===== src/rtl/sym_frame_enc.sv =====
// Bit-serial VLC transmit framer: PREAMBLE, SFD, PHR, PSDU, FCS sent LSB-first, one bit per BIT_CLKS clocks.
// Optional abort input is enabled by defining SYM_ENC_ABORT_EN.

`ifndef SYM_ENC_DEC_PREAMBLE
`define SYM_ENC_DEC_PREAMBLE 8'h55
`endif
`ifndef SYM_ENC_DEC_SFD
`define SYM_ENC_DEC_SFD 8'hA7
`endif

module sym_frame_enc #(
  parameter logic [15:0] BIT_CLKS = 16'd80,
  parameter logic [7:0]  PREAMBLE = `SYM_ENC_DEC_PREAMBLE,
  parameter logic [7:0]  SFD      = `SYM_ENC_DEC_SFD
) (
  input  logic       clk,
  input  logic       reset,
  input  logic       i_start,
  input  logic [6:0] i_len,
  input  logic [7:0] i_byte,
  input  logic       i_byte_valid,
`ifdef SYM_ENC_ABORT_EN
  input  logic       i_abort,
`endif
  output logic       o_byte_ready,
  output logic       o_bit,
  output logic       o_bit_tick,
  output logic       o_tx_active,
  output logic [2:0] o_ev,
  output logic       o_ev_sig
);

  localparam logic [2:0] EV_NONE     = 3'd0;
  localparam logic [2:0] EV_PREAMBLE = 3'd1;
  localparam logic [2:0] EV_SFD      = 3'd2;
  localparam logic [2:0] EV_BYTE     = 3'd3;
  localparam logic [2:0] EV_COMPLETE = 3'd4;
  localparam logic [2:0] EV_ERROR    = 3'd5;

  localparam logic [15:0] CRC_INIT = 16'hFFFF;
  localparam logic [15:0] CRC_POLY = 16'h1021;

  typedef enum logic [2:0] {
    S_IDLE, S_PRE, S_SFD, S_PHR, S_PSDU, S_FCS, S_DONE
  } state_t;

  state_t      state_reg;
  logic [15:0] clk_cnt_reg;
  logic [3:0]  idx_reg;
  logic [6:0]  len_reg;
  logic [6:0]  owed_reg;
  logic [7:0]  hold_reg;
  logic        hold_full_reg;
  logic [7:0]  cur_reg;
  logic [15:0] crc_reg;
  logic [15:0] fcs_reg;
  logic        bit_reg;
  logic        tick_reg;
  logic        active_reg;
  logic [2:0]  ev_reg;
  logic        ev_sig_reg;

  logic        abort;
  logic        bit_last;
  logic [3:0]  last_idx;
  logic [3:0]  idx_inc;
  logic        ready;
  logic        take;
  logic        next_bit;
  logic [7:0]  phr_word;
  logic [15:0] crc_next;

`ifdef SYM_ENC_ABORT_EN
  assign abort = i_abort && (state_reg != S_IDLE);
`else
  assign abort = 1'b0;
`endif

  assign bit_last = (clk_cnt_reg == BIT_CLKS - 16'd1);
  assign last_idx = (state_reg == S_FCS) ? 4'd15 : 4'd7;
  assign idx_inc  = idx_reg + 4'd1;
  assign phr_word = {1'b0, len_reg};
  assign ready    = ((state_reg == S_PHR) || (state_reg == S_PSDU)) &&
                    !hold_full_reg && (owed_reg != 7'd0) && !abort;
  assign take     = ready && i_byte_valid;
  // Serial CRC-16/CCITT, MSB-first register, one line bit per step.
  assign crc_next = {crc_reg[14:0], 1'b0} ^ ((crc_reg[15] ^ bit_reg) ? CRC_POLY : 16'h0000);

  // Value of the following bit within the current field.
  always_comb begin
    next_bit = 1'b0;
    case (state_reg)
      S_PRE:   next_bit = PREAMBLE[idx_inc[2:0]];
      S_SFD:   next_bit = SFD[idx_inc[2:0]];
      S_PHR:   next_bit = phr_word[idx_inc[2:0]];
      S_PSDU:  next_bit = cur_reg[idx_inc[2:0]];
      S_FCS:   next_bit = fcs_reg[idx_inc];
      default: next_bit = 1'b0;
    endcase
  end

  always_ff @(posedge clk or posedge reset) begin
    if (reset) begin
      state_reg     <= S_IDLE;
      clk_cnt_reg   <= 16'd0;
      idx_reg       <= 4'd0;
      len_reg       <= 7'd0;
      owed_reg      <= 7'd0;
      hold_reg      <= 8'd0;
      hold_full_reg <= 1'b0;
      cur_reg       <= 8'd0;
      crc_reg       <= 16'd0;
      fcs_reg       <= 16'd0;
      bit_reg       <= 1'b0;
      tick_reg      <= 1'b0;
      active_reg    <= 1'b0;
      ev_reg        <= EV_NONE;
      ev_sig_reg    <= 1'b0;
    end else begin
      tick_reg   <= 1'b0;
      ev_sig_reg <= 1'b0;

      if (take) begin
        hold_reg      <= i_byte;
        hold_full_reg <= 1'b1;
        owed_reg      <= owed_reg - 7'd1;
      end

      if ((state_reg == S_PSDU) && tick_reg) begin
        crc_reg <= crc_next;
      end

      if (abort) begin
        state_reg     <= S_IDLE;
        active_reg    <= 1'b0;
        bit_reg       <= 1'b0;
        hold_full_reg <= 1'b0;
        owed_reg      <= 7'd0;
        ev_reg        <= EV_ERROR;
        ev_sig_reg    <= 1'b1;
      end else begin
        case (state_reg)
          S_IDLE: begin
            active_reg <= 1'b0;
            bit_reg    <= 1'b0;
            if (i_start) begin
              if (i_len >= 7'd2) begin
                state_reg     <= S_PRE;
                len_reg       <= i_len;
                owed_reg      <= i_len - 7'd2;
                crc_reg       <= CRC_INIT;
                hold_full_reg <= 1'b0;
                clk_cnt_reg   <= 16'd0;
                idx_reg       <= 4'd0;
                active_reg    <= 1'b1;
                bit_reg       <= PREAMBLE[0];
                tick_reg      <= 1'b1;
              end else begin
                ev_reg     <= EV_ERROR;
                ev_sig_reg <= 1'b1;
              end
            end
          end

          S_DONE: begin
            state_reg <= S_IDLE;
          end

          default: begin
            if (!bit_last) begin
              clk_cnt_reg <= clk_cnt_reg + 16'd1;
            end else begin
              clk_cnt_reg <= 16'd0;
              tick_reg    <= 1'b1;
              if (idx_reg != last_idx) begin
                idx_reg <= idx_inc;
                bit_reg <= next_bit;
              end else begin
                idx_reg <= 4'd0;
                case (state_reg)
                  S_PRE: begin
                    state_reg  <= S_SFD;
                    bit_reg    <= SFD[0];
                    ev_reg     <= EV_PREAMBLE;
                    ev_sig_reg <= 1'b1;
                  end
                  S_SFD: begin
                    state_reg  <= S_PHR;
                    bit_reg    <= len_reg[0];
                    ev_reg     <= EV_SFD;
                    ev_sig_reg <= 1'b1;
                  end
                  S_PHR, S_PSDU: begin
                    // Byte boundary: next PSDU byte must already be held, else underrun.
                    if (hold_full_reg) begin
                      state_reg     <= S_PSDU;
                      cur_reg       <= hold_reg;
                      hold_full_reg <= 1'b0;
                      bit_reg       <= hold_reg[0];
                      if (state_reg == S_PSDU) begin
                        ev_reg     <= EV_BYTE;
                        ev_sig_reg <= 1'b1;
                      end
                    end else if (owed_reg == 7'd0) begin
                      state_reg <= S_FCS;
                      fcs_reg   <= crc_reg;
                      bit_reg   <= crc_reg[0];
                      if (state_reg == S_PSDU) begin
                        ev_reg     <= EV_BYTE;
                        ev_sig_reg <= 1'b1;
                      end
                    end else begin
                      state_reg  <= S_IDLE;
                      active_reg <= 1'b0;
                      bit_reg    <= 1'b0;
                      tick_reg   <= 1'b0;
                      ev_reg     <= EV_ERROR;
                      ev_sig_reg <= 1'b1;
                    end
                  end
                  S_FCS: begin
                    state_reg  <= S_DONE;
                    active_reg <= 1'b0;
                    bit_reg    <= 1'b0;
                    tick_reg   <= 1'b0;
                    ev_reg     <= EV_COMPLETE;
                    ev_sig_reg <= 1'b1;
                  end
                  default: begin
                    state_reg <= S_IDLE;
                  end
                endcase
              end
            end
          end
        endcase
      end
    end
  end

  // Abort forces the line quiet in the very cycle it is seen.
  assign o_byte_ready = ready;
  assign o_bit        = bit_reg && !abort;
  assign o_bit_tick   = tick_reg && !abort;
  assign o_tx_active  = active_reg && !abort;
  assign o_ev_sig     = ev_sig_reg || abort;
  assign o_ev         = abort ? EV_ERROR : ev_reg;

endmodule


===== config.mk =====
export PLATFORM = sky130hd
export DESIGN_NAME = sym_frame_enc
export DESIGN_NICKNAME = d
export VERILOG_FILES = /design/src/rtl/sym_frame_enc.sv
export SDC_FILE = /design/constraint.sdc
export NUM_CORES = 1
export LEC_CHECK = 0
export ABC_AREA = 1
export BUFFER_PORTS_ARGS = -buffer_cell sky130_fd_sc_hd__buf_2
export CORE_MARGIN = 4
export CORE_UTILIZATION = 25
export DETAILED_ROUTE_END_ITERATION = 12
export PLACE_DENSITY = 0.49
export SETUP_SLACK_MARGIN = 0.4
export SYNTH_ARGS = -nofsm -noshare
export SYNTH_HDL_FRONTEND = slang
export SYNTH_SLANG_ARGS = --single-unit
export TNS_END_PERCENT = 1

===== constraint.sdc =====
create_clock -name clk -period 3 [get_ports clk]
set_clock_uncertainty 0.05 [all_clocks]
set_input_delay 0.3 -clock clk [delete_from_list [all_inputs] [get_ports clk]]
set_output_delay 0.3 -clock clk [all_outputs]
set_load 0.01 [all_outputs]

==> flow_metrics.py, run 1 <==
metrics = {
    "outcome": {
        "status": "finished, final reports clean",
    },
    "cts": {
        "htree_levels": 3,
        "postCtsSetupBuffers": 0,
        "cts.repair.resized": 0,
        "cts_root_buffer": "clkbuf_16",
        "cts_hold_buf": 0,
        "clkLatencyLatePin_ps": 350,
        "cts_buffers": 9,
        "cts_tree": "done",
        "clkTransAtPathRegs_ps": 70,
        "cts_buffer_depth": 2,
        "clock-sinks": 93,
    },
    "timing": {
        "hold_violations": 0,
        "setup_slack_ps": 669,
        "fmax_ghz": 0.429,
        "finalSetupTns_ps": 0,
        "period_minus_slack_ps": 2330,
        "rsz0062_at_grt": "true",
        "tightest_slew_ps": 758,
        "setup_viol": 0,
        "relSlewSlack_pct": 49.3,
        "finalMaxSlewViolations": 0,
        "post-route-period-util_pct": 77.7,
    },
    "logic_synthesis": {
        "post-synth-top-area-cell": "dfrtp_1",
        "synth_cell_types": 33,
        "synthFlopType": "dfrtp_1",
        "ys_async_sr_fraction_pct": 100,
        "yosysSeqAreaShare_pct": 46.9,
        "postSynthAreaPerCell_um2": 7.46,
        "ys_ff_latch": 93,
        "synth_area_mm2": 0.00496,
        "synthTopCellsByArea": "dfrtp_1, nand2_1, inv_1",
        "netlist_instances": 665,
        "synth.net_count": 690,
        "synth_edf_count": 0,
        "synth_top_area_share_pct": 46.9,
        "ys_warn_count": 0,
    },
    "worst_setup_path": {
        "crit_fanout": 10,
        "crit_arrival_ps": 2530,
        "end_kind": "register",
        "crit_type": "register to register",
        "crit_required_ps": 3190,
        "start_kind": "register",
    },
    "place": {
        "port-buffer-count": 26,
        "dp_hpwl_um": 8720,
        "gp_congestion": 0.825,
        "dp_slack_ps": 249,
    },
    "final_layout": {
        "drive_gt1_share_pct": 10.9,
        "area_growth_pct": 15.3,
        "diodes": 0,
        "final_common_cell": "nand2_1",
        "fillers": 2150,
        "design.final.nets": 718,
        "final_cell_mix": "nand2_1, inv_1, dfrtp_1",
    },
    "global_route": {
        "grt_pass1_wl_um": 20700,
        "grt_pass1_vias": 4024,
        "track_usage_pct": 11.6,
        "grt_max_degree": 46,
        "overflow": 0,
        "grt_antenna_before_repair": 0,
    },
    "floorplan": {
        "rows": 51,
        "die_h_um": 149,
        "io_pins": 27,
        "die_area_mm2": 0.0222,
        "start_util_pct": 25.5,
        "fp.dieW_um": 149,
        "core_area_mm2": 0.0195,
    },
    "power_and_ir_drop": {
        "p_per_area_mw_per_mm2": 821,
        "vdd_drop_max_v": 0.000286,
        "p_leak_nw": 2.96,
    },
    "run": {
        "cap_violations": 0,
    },
    "hold_path": {
        "hold_path.class": "primary input to asynchronous set/reset pin",
    },
    "routing": {
        "drc_errors": 0,
        "viasPerCell": 4.33,
        "wl_per_cell_um": 12.6,
        "dr.pass1.iters": 5,
        "routed_wirelength_um": 12100,
        "route.vias.total": 4169,
        "drt_iter0_markers": 241,
        "postRouteAntennaNets": 0,
    },
}
## synth_stat cells (2+ instances only)
library cell / n
nand2_1: 210
inv_1: 94
dfrtp_1: 93
nor2_1: 48
nand3_1: 43
o21ai_0: 28
o21ai_1: 21
nand4_1: 15
o211ai_1: 15
xor2_1: 13
a21oi_1: 12
clkbuf_1: 12
inv_2: 7
nor3_1: 7
ha_1: 6
buf_2: 5
o22ai_1: 5
nand2_2: 4
nor2_2: 4
o31ai_1: 4
nor3_2: 3
nor4_1: 3
nor2_4: 2
o21a_1: 2
## final cells by class
type	instances	area, um2	area share, %
clock buffer	12	256	4.48
clock inverter	4	30.0	0.525
inverter	103	392	6.84
multi-input combinational	450	2170	37.9
sequential	93	2330	40.7
tap	265	332	5.79
timing repair buffer	36	218	3.80
## cell families after synthesis
family	Yosys count	share of synthesized area, %
fa+ha+maj	6	1.51
compound gates	90	10.4
buf+inv	122	9.46
flops	93	46.9
simple gates	340	29.2
xor+xnor	14	2.47
## power by group
part | total [W] | internal (W) | switching (W)
registers | 0.00177 | 0.00154 | 0.000233
clock network | 0.00112 | 0.000611 | 0.000506
logic | 0.00181 | 0.000581 | 0.00123
total | 0.00470 | 0.00273 | 0.00196
## per-stage QoR
step	total power (W)	hold slack, ps	cells	cell area, um2	utilization [%]
finish	0.00470	26.4	963	5720	29.4
global route	0.00514	88.5	963	5720	29.4
floorplan	0.00308	360	665	4970	-
detailed placement	0.00363	412	947	5430	27.9
CTS	0.00478	54.2	963	5720	29.4
global placement	0.00363	405	947	5430	27.9
## metal layers
metal  wire (um)  share of wire, %  vias up  global-route usage [%]
met5           0                 0        -                       0
met4         152               1.3        0                    3.16
met3         421               3.5        9                    2.58
met2        5240                43       60                    17.3
met1        6290                52     1925                    17.1
li1            -                 -     2175                       -
## worst paths after layout
path,startpoint,to,slack [ps],cells past startpoint
max in group asynchronous,reset,cur_reg[6],2160,3
min,reset,fcs_reg[13],30,2
max reg2reg,idx_reg[0],o_bit,670,13
max,idx_reg[0],o_bit,670,13
min reg2reg,o_tx_active,o_tx_active,420,2
min in group clk,i_byte[0],hold_reg[0],80,3
## critical path, stage by stage, from the launching register on
cell and delay, ps:
dfrtp_1 560, clkinv_1 150, ha_1 510, inv_1 240, nand3_1 140, nand3_1 70
nand3_1 100, nand2_1 50, nor2_1 90, nand2_1 60, nand2_1 50, nand2_1 40
nand2_1 50, nand2_1 60
Power figures use the tool's default switching activity.
==> inputs of run 2 (changes only) <==
==> constraint.sdc (replaced) <==
create_clock -name clk -period 2.25 [get_ports clk]
set_clock_uncertainty 0.05 [all_clocks]
set_input_delay 0.225 -clock clk [delete_from_list [all_inputs] [get_ports clk]]
set_output_delay 0.225 -clock clk [all_outputs]
set_load 0.01 [all_outputs]
==> flow_metrics.py, run 2 (synthesized netlist as in run 1, its figures left out) <==
metrics = {
    "outcome": {
        "status": "finished, final reports clean",
    },
    "power_and_ir_drop": {
        "p_int_w": 0.00401,
        "power_frac_comb_pct": 42.6,
        "power_frac_clock_pct": 22.7,
        "total_power_w": 0.00693,
        "switchingPower_w": 0.00291,
        "pwr-share-seq_pct": 34.7,
        "p_per_area_mw_per_mm2": 1110,
        "swShare_pct": 42.1,
        "vdd_drop_max_v": 0.000475,
        "p_leak_nw": 3.17,
    },
    "routing": {
        "postRouteAntennaNets": 0,
        "wl_per_cell_um": 13.1,
        "routed_wirelength_um": 13000,
        "drc_errors": 0,
        "viasPerCell": 4.36,
        "dr.pass1.iters": 5,
        "drt_iter0_markers": 241,
        "route.vias.total": 4323,
    },
    "final_layout": {
        "area_growth_pct": 26.1,
        "diodes": 0,
        "final_cell_mix": "nand2_1, dfrtp_1, inv_1",
        "design.final.nets": 748,
        "final_common_cell": "nand2_1",
        "drive_gt1_share_pct": 21.0,
        "fillers": 2101,
        "final_core_util_pct": 32.2,
    },
    "timing": {
        "hold_violations": 0,
        "finalSetupTns_ps": 0,
        "rsz0062_at_grt": "true",
        "finalMaxSlewViolations": 0,
        "hold_slack_ps": 14.1,
        "post-route-period-util_pct": 82.9,
        "tightest_slew_ps": 422,
        "relSlewSlack_pct": 71.7,
        "setup_viol": 0,
        "fmax_ghz": 0.536,
        "period_minus_slack_ps": 1860,
    },
    "global_route": {
        "track_usage_pct": 12.2,
        "grt_antenna_before_repair": 0,
        "use_met1_pct": 16.7,
        "grt_pass1_wl_um": 21600,
        "met3_usage_pct": 2.77,
        "grt_max_degree": 41,
        "grt_pass1_vias": 4165,
        "grtUsageMet2_pct": 18.9,
        "overflow": 0,
        "grt_busiest_layer": "met2",
    },
    "worst_setup_path": {
        "r2r_start": "clk_cnt_reg[0]",
        "crit_fanout": 6,
        "crit_required_ps": 1980,
        "regToRegEndpoint": "fcs_reg[9]",
        "start_kind": "register",
        "end_kind": "output pin",
        "crit_type": "register to output pin",
        "reg2reg_setup_slack_ps": 400,
        "crit_arrival_ps": 1590,
        "reg2regPathDepth": 10,
    },
    "floorplan": {
        "die_h_um": 149,
        "fp.dieW_um": 149,
        "io_pins": 27,
        "start_util_pct": 25.5,
        "rows": 51,
        "die_area_mm2": 0.0222,
        "core_area_mm2": 0.0195,
    },
    "hold_path": {
        "holdPathStages": 3,
        "holdPathEnd": "hold_reg[3]",
        "hp-start": "i_byte[3]",
        "hold_path.class": "primary input to register",
    },
    "cts": {
        "cts_root_buffer": "clkbuf_16",
        "cts_buffers": 9,
        "clkLatencyLatePin_ps": 360,
        "cts_tree": "done",
        "clock-sinks": 93,
        "clkTransAtPathRegs_ps": 70,
        "cts_buffer_depth": 2,
        "htree_levels": 3,
    },
    "run": {
        "cap_violations": 0,
    },
    "place": {
        "dp_hpwl_um": 9100,
        "gp_congestion": 0.831,
        "port-buffer-count": 26,
    },
}
run 2: critical path: stages, from the launching register on:
cell and delay (ps):
dfrtp_2 490, nor3_4 260, nor2_4 110, nor2_4 230
buf_6 140
run 2: layout make-up:
cell class	instances	area [um2]	area share (%)
Clock buffer	10	239	3.82
Clock inverter	5	61.3	0.979
Inverter	103	400	6.40
Multi-Input combinational cell	451	2410	38.6
Sequential cell	93	2330	37.3
Tap cell	265	332	5.30
Timing Repair Buffer	65	478	7.64
run 2: power by group through the flow:
| stage | Combinational (W) | Clock [W] | Sequential [W] |
|---|---|---|---|
| floorplan | 0.00181 | 0 | 0.00230 |
| global placement | 0.00260 | 0 | 0.00237 |
| detailed placement | 0.00262 | 0 | 0.00237 |
| CTS | 0.00281 | 0.00163 | 0.00235 |
| global route | 0.00338 | 0.00168 | 0.00246 |
| finish | 0.00295 | 0.00158 | 0.00240 |
run 2: per-layer routing:
metal / routed length, um / vias to the layer above
met4: 265 / 0
met1: 6430 / 1988
met2: 5800 / 72
met5: 0 / -
li1: - / 2242
met3: 531 / 21
run 2: metrics by stage:
stage / std cells / worst slack [ps] / area, um2
2_1_floorplan: 665 / -78.5 / 4970
3_3_place_gp: 960 / 19.6 / 5530
3_5_place_dp: 960 / -51.6 / 5530
4_1_cts: 982 / 357 / 6010
5_1_grt: 992 / 239 / 6260
6_report: 992 / 385 / 6260
run 2: how the worst max path moves through the flow:
stage | endpoint | cells past startpoint | slack (ps) | start
final | o_byte_ready | 4 | 390 | state_reg[1]
after global routing | fcs_reg[13] | 10 | 240 | clk_cnt_reg[4]
after detailed placement | clk_cnt_reg[2] | 12 | -50 | i_len[1]
after CTS | o_bit | 14 | 360 | idx_reg[0]
after floorplan | o_bit | 16 | -80 | idx_reg[0]
after global placement | clk_cnt_reg[2] | 12 | 20 | i_len[1]
run 2: repair_timing:
action                                  in CTS  in global routing
pin swaps                                    4                 12
hold endpoints to repair                     7                  0
setup buffers                                6                  8
cloned                                       0                  2
gates resized for setup                     34                 46
endpoints found under the setup margin      69                 93
hold buffers                                 1                  0
==> inputs of run 3 (changes only) <==
--- a/config.mk
+++ b/config.mk
@@ -5,12 +5,12 @@
 export SDC_FILE = /design/constraint.sdc
 export NUM_CORES = 1
 export LEC_CHECK = 0
-export ABC_AREA = 1
+export ABC_AREA = 0
 export BUFFER_PORTS_ARGS = -buffer_cell sky130_fd_sc_hd__buf_2
 export CORE_MARGIN = 4
 export CORE_UTILIZATION = 25
 export DETAILED_ROUTE_END_ITERATION = 12
-export PLACE_DENSITY = 0.49
+export PLACE_DENSITY = 0.51
 export SETUP_SLACK_MARGIN = 0.4
 export SYNTH_ARGS = -nofsm -noshare
 export SYNTH_HDL_FRONTEND = slang
==> constraint.sdc (replaced) <==
create_clock -name clk -period 1.7 [get_ports clk]
set_clock_uncertainty 0.05 [all_clocks]
set_input_delay 0.17 -clock clk [delete_from_list [all_inputs] [get_ports clk]]
set_output_delay 0.17 -clock clk [all_outputs]
set_load 0.01 [all_outputs]
==> flow_metrics.py, run 3 <==
metrics = {
    "outcome": {
        "status": "finished with violations",
        "violations": "negative setup slack",
    },
    "routing": {
        "drt_iter0_markers": 167,
        "route.vias.total": 4132,
        "postRouteAntennaNets": 0,
        "wl_per_cell_um": 15.3,
        "dr.pass1.iters": 4,
        "routed_wirelength_um": 13200,
        "drc_errors": 0,
        "viasPerCell": 4.80,
    },
    "global_route": {
        "grt_pass1_wl_um": 22300,
        "track_usage_pct": 12.8,
        "overflow": 0,
        "grt_pass1_vias": 4294,
        "grt_max_degree": 41,
        "grt_antenna_before_repair": 0,
    },
    "cts": {
        "clock-sinks": 93,
        "cts_root_buffer": "clkbuf_16",
        "cts_tree": "done",
        "cts_buffer_depth": 2,
        "cts_buffers": 9,
        "htree_levels": 3,
        "clkLatencyLatePin_ps": 360,
        "clkTransAtPathRegs_ps": 80,
    },
    "place": {
        "port-buffer-count": 26,
        "dp_slack_ps": -697,
        "gp_congestion": 0.839,
        "dp_hpwl_um": 9440,
        "dp_cells": 831,
    },
    "worst_setup_path": {
        "crit_path_cell_trace": "nor4_2, buf_4, nand4_4, nor3_4, buf_4, nand2_4, buf_12, mux2_1",
        "start_kind": "register",
        "r2r_start": "clk_cnt_reg[15]",
        "reg2regPathDepth": 8,
        "regToRegEndpoint": "fcs_reg[8]",
        "crit_fanout": 8,
        "reg2reg_setup_slack_ps": -410,
        "end_kind": "register",
        "path_common_cell": "buf_4",
        "crit_arrival_ps": 2300,
        "crit_required_ps": 1890,
        "cp_slowest_cell": "dfrtp_1",
        "crit_type": "register to register",
        "critPathMaxStageDelay_ps": 390,
    },
    "logic_synthesis": {
        "netlist_instances": 480,
        "synth_top_family_by_area": "simple AND/OR/NAND/NOR gates",
        "post-synth-top-area-cell": "dfrtp_1",
        "synth_top_area_share_pct": 48.6,
        "synth_cell_types": 61,
        "synth.most_common_cell": "dfrtp_1",
        "synth-compound-area-share_pct": 13.0,
        "synth_edf_count": 0,
        "postSynthAreaPerCell_um2": 9.97,
        "synth_xor_area_share_pct": 3.29,
        "ys_ff_latch": 93,
        "synth_area_mm2": 0.00479,
        "ys_warn_count": 0,
        "synthMuxAreaShare_pct": 11.4,
        "yosys.area_share.adder_pct": 1.78,
        "synthTopCellsByArea": "dfrtp_1, nand2_1, mux2_2",
        "synth.net_count": 505,
        "netlist_top_cells_count": "dfrtp_1, nand2_1, o21ai_0, nand3_1, mux2_2",
        "yosysSeqAreaShare_pct": 48.6,
        "synthFlopType": "dfrtp_1",
        "ys_async_sr_fraction_pct": 100,
        "synthSimpleGateAreaFrac_pct": 18.7,
    },
    "final_layout": {
        "final_cells": 861,
        "area_growth_pct": 42.8,
        "final_common_cell": "buf_4",
        "drive_gt1_share_pct": 39.7,
        "final_cell_mix": "buf_4, dfrtp_1, nand2_1",
        "design.final.nets": 647,
        "diodes": 0,
    },
    "timing": {
        "post-route-period-util_pct": 124,
        "setup_slack_ps": -410,
        "finalMaxSlewViolations": 0,
        "period_minus_slack_ps": 2110,
        "finalSetupTns_ps": -16710,
        "relSlewSlack_pct": 69.6,
        "tightest_slew_ps": 455,
        "rsz0062_at_grt": "true",
        "fmax_ghz": 0.474,
        "setup_viol": 67,
        "hold_violations": 0,
    },
    "floorplan": {
        "io_pins": 27,
        "die_area_mm2": 0.0214,
        "core_area_mm2": 0.0188,
        "start_util_pct": 25.5,
        "fp.dieW_um": 146,
        "die_h_um": 146,
        "rows": 50,
    },
    "hold_path": {
        "hp-start": "i_len[6]",
        "holdPathEnd": "len_reg[6]",
        "hold_path.class": "primary input to register",
        "holdPathStages": 4,
    },
    "power_and_ir_drop": {
        "p_per_area_mw_per_mm2": 645,
        "total_power_w": 0.00441,
        "p_leak_nw": 3.12,
        "vdd_drop_max_v": 0.000471,
    },
    "run": {
        "cap_violations": 0,
    },
}
==> run 3: logic make-up (layout without fill, tap and decap cells) <==
| group | count (synthesis) | in the layout |
|---|---|---|
| AND/OR/NAND/NOR | 184 | 184 |
| AO/OA/AOI/OAI | 100 | 100 |
| flip-flops | 93 | 93 |
| multiplexers | 42 | 42 |
| buffers and inverters | 36 | 183 |
| XOR/XNOR | 18 | 18 |
| adder cells (fa/ha/maj) | 7 | 7 |
==> run 3: cell type report <==
type | instances | area [um2]
clock buffers | 9 | 225
clock inverters | 7 | 80.1
fillers | 1894 | 11900
inverters | 11 | 45.0
multi-input cells | 351 | 2590
flip-flops and latches | 93 | 2330
well taps | 234 | 293
repair buffers | 156 | 1270
==> run 3: stage by stage <==
stage	area, um2	util, %	hold WS, ps
final	6840	36.4	80.1
after global routing	6840	36.4	82.7
after CTS	6730	35.9	70.6
after detailed placement	6060	32.3	166
after global placement	6060	32.3	167
after floorplan	4840	-	225
==> run 3: worst max-delay path, delay by kind of cell, from the launching register on <==
kind,cells,cell delay (ps)
flip-flops,1,390
multiplexers,1,310
buffers and inverters,3,480
AND/OR/NAND/NOR,4,760
==> run 3: how the worst max path moves through the flow <==
stage / start / to / slack, ps / cells after the start
4_1_cts: clk_cnt_reg[15] / o_ev[0] / -400 / 10
5_1_grt: clk_cnt_reg[15] / fcs_reg[1] / -510 / 8
3_5_place_dp: i_len[2] / clk_cnt_reg[5] / -700 / 10
6_report: clk_cnt_reg[15] / fcs_reg[8] / -410 / 8
3_3_place_gp: i_len[1] / clk_cnt_reg[8] / -600 / 10
2_1_floorplan: i_len[1] / clk_cnt_reg[5] / -410 / 9
==> run 3: what timing repair did <==
item / 4_1_cts / 5_1_grt
hold endpoints to repair: 23 / 0
gates cloned: 1 / 0
hold buffers: 9 / 0
resized for setup: 68 / 30
pin swaps: 16 / 6
buffers inserted: 3 / 1
endpoints found under the setup margin: 94 / 94
==> run 3: layer usage <==
metal,part of all wire [%],vias to the layer above,global-route usage (%)
li1,-,2005,-
met1,48,2056,17.2
met2,48,61,20.9
met3,3.0,10,2.67
met4,1.0,0,3.43
met5,0,-,0
==> run 3: report_power, final <==
group	internal (W)	switching (W)
sequential	0.00221	0
clock	0.00105	0.00101
combinational	0.0000656	0.0000796
total	0.00332	0.00109
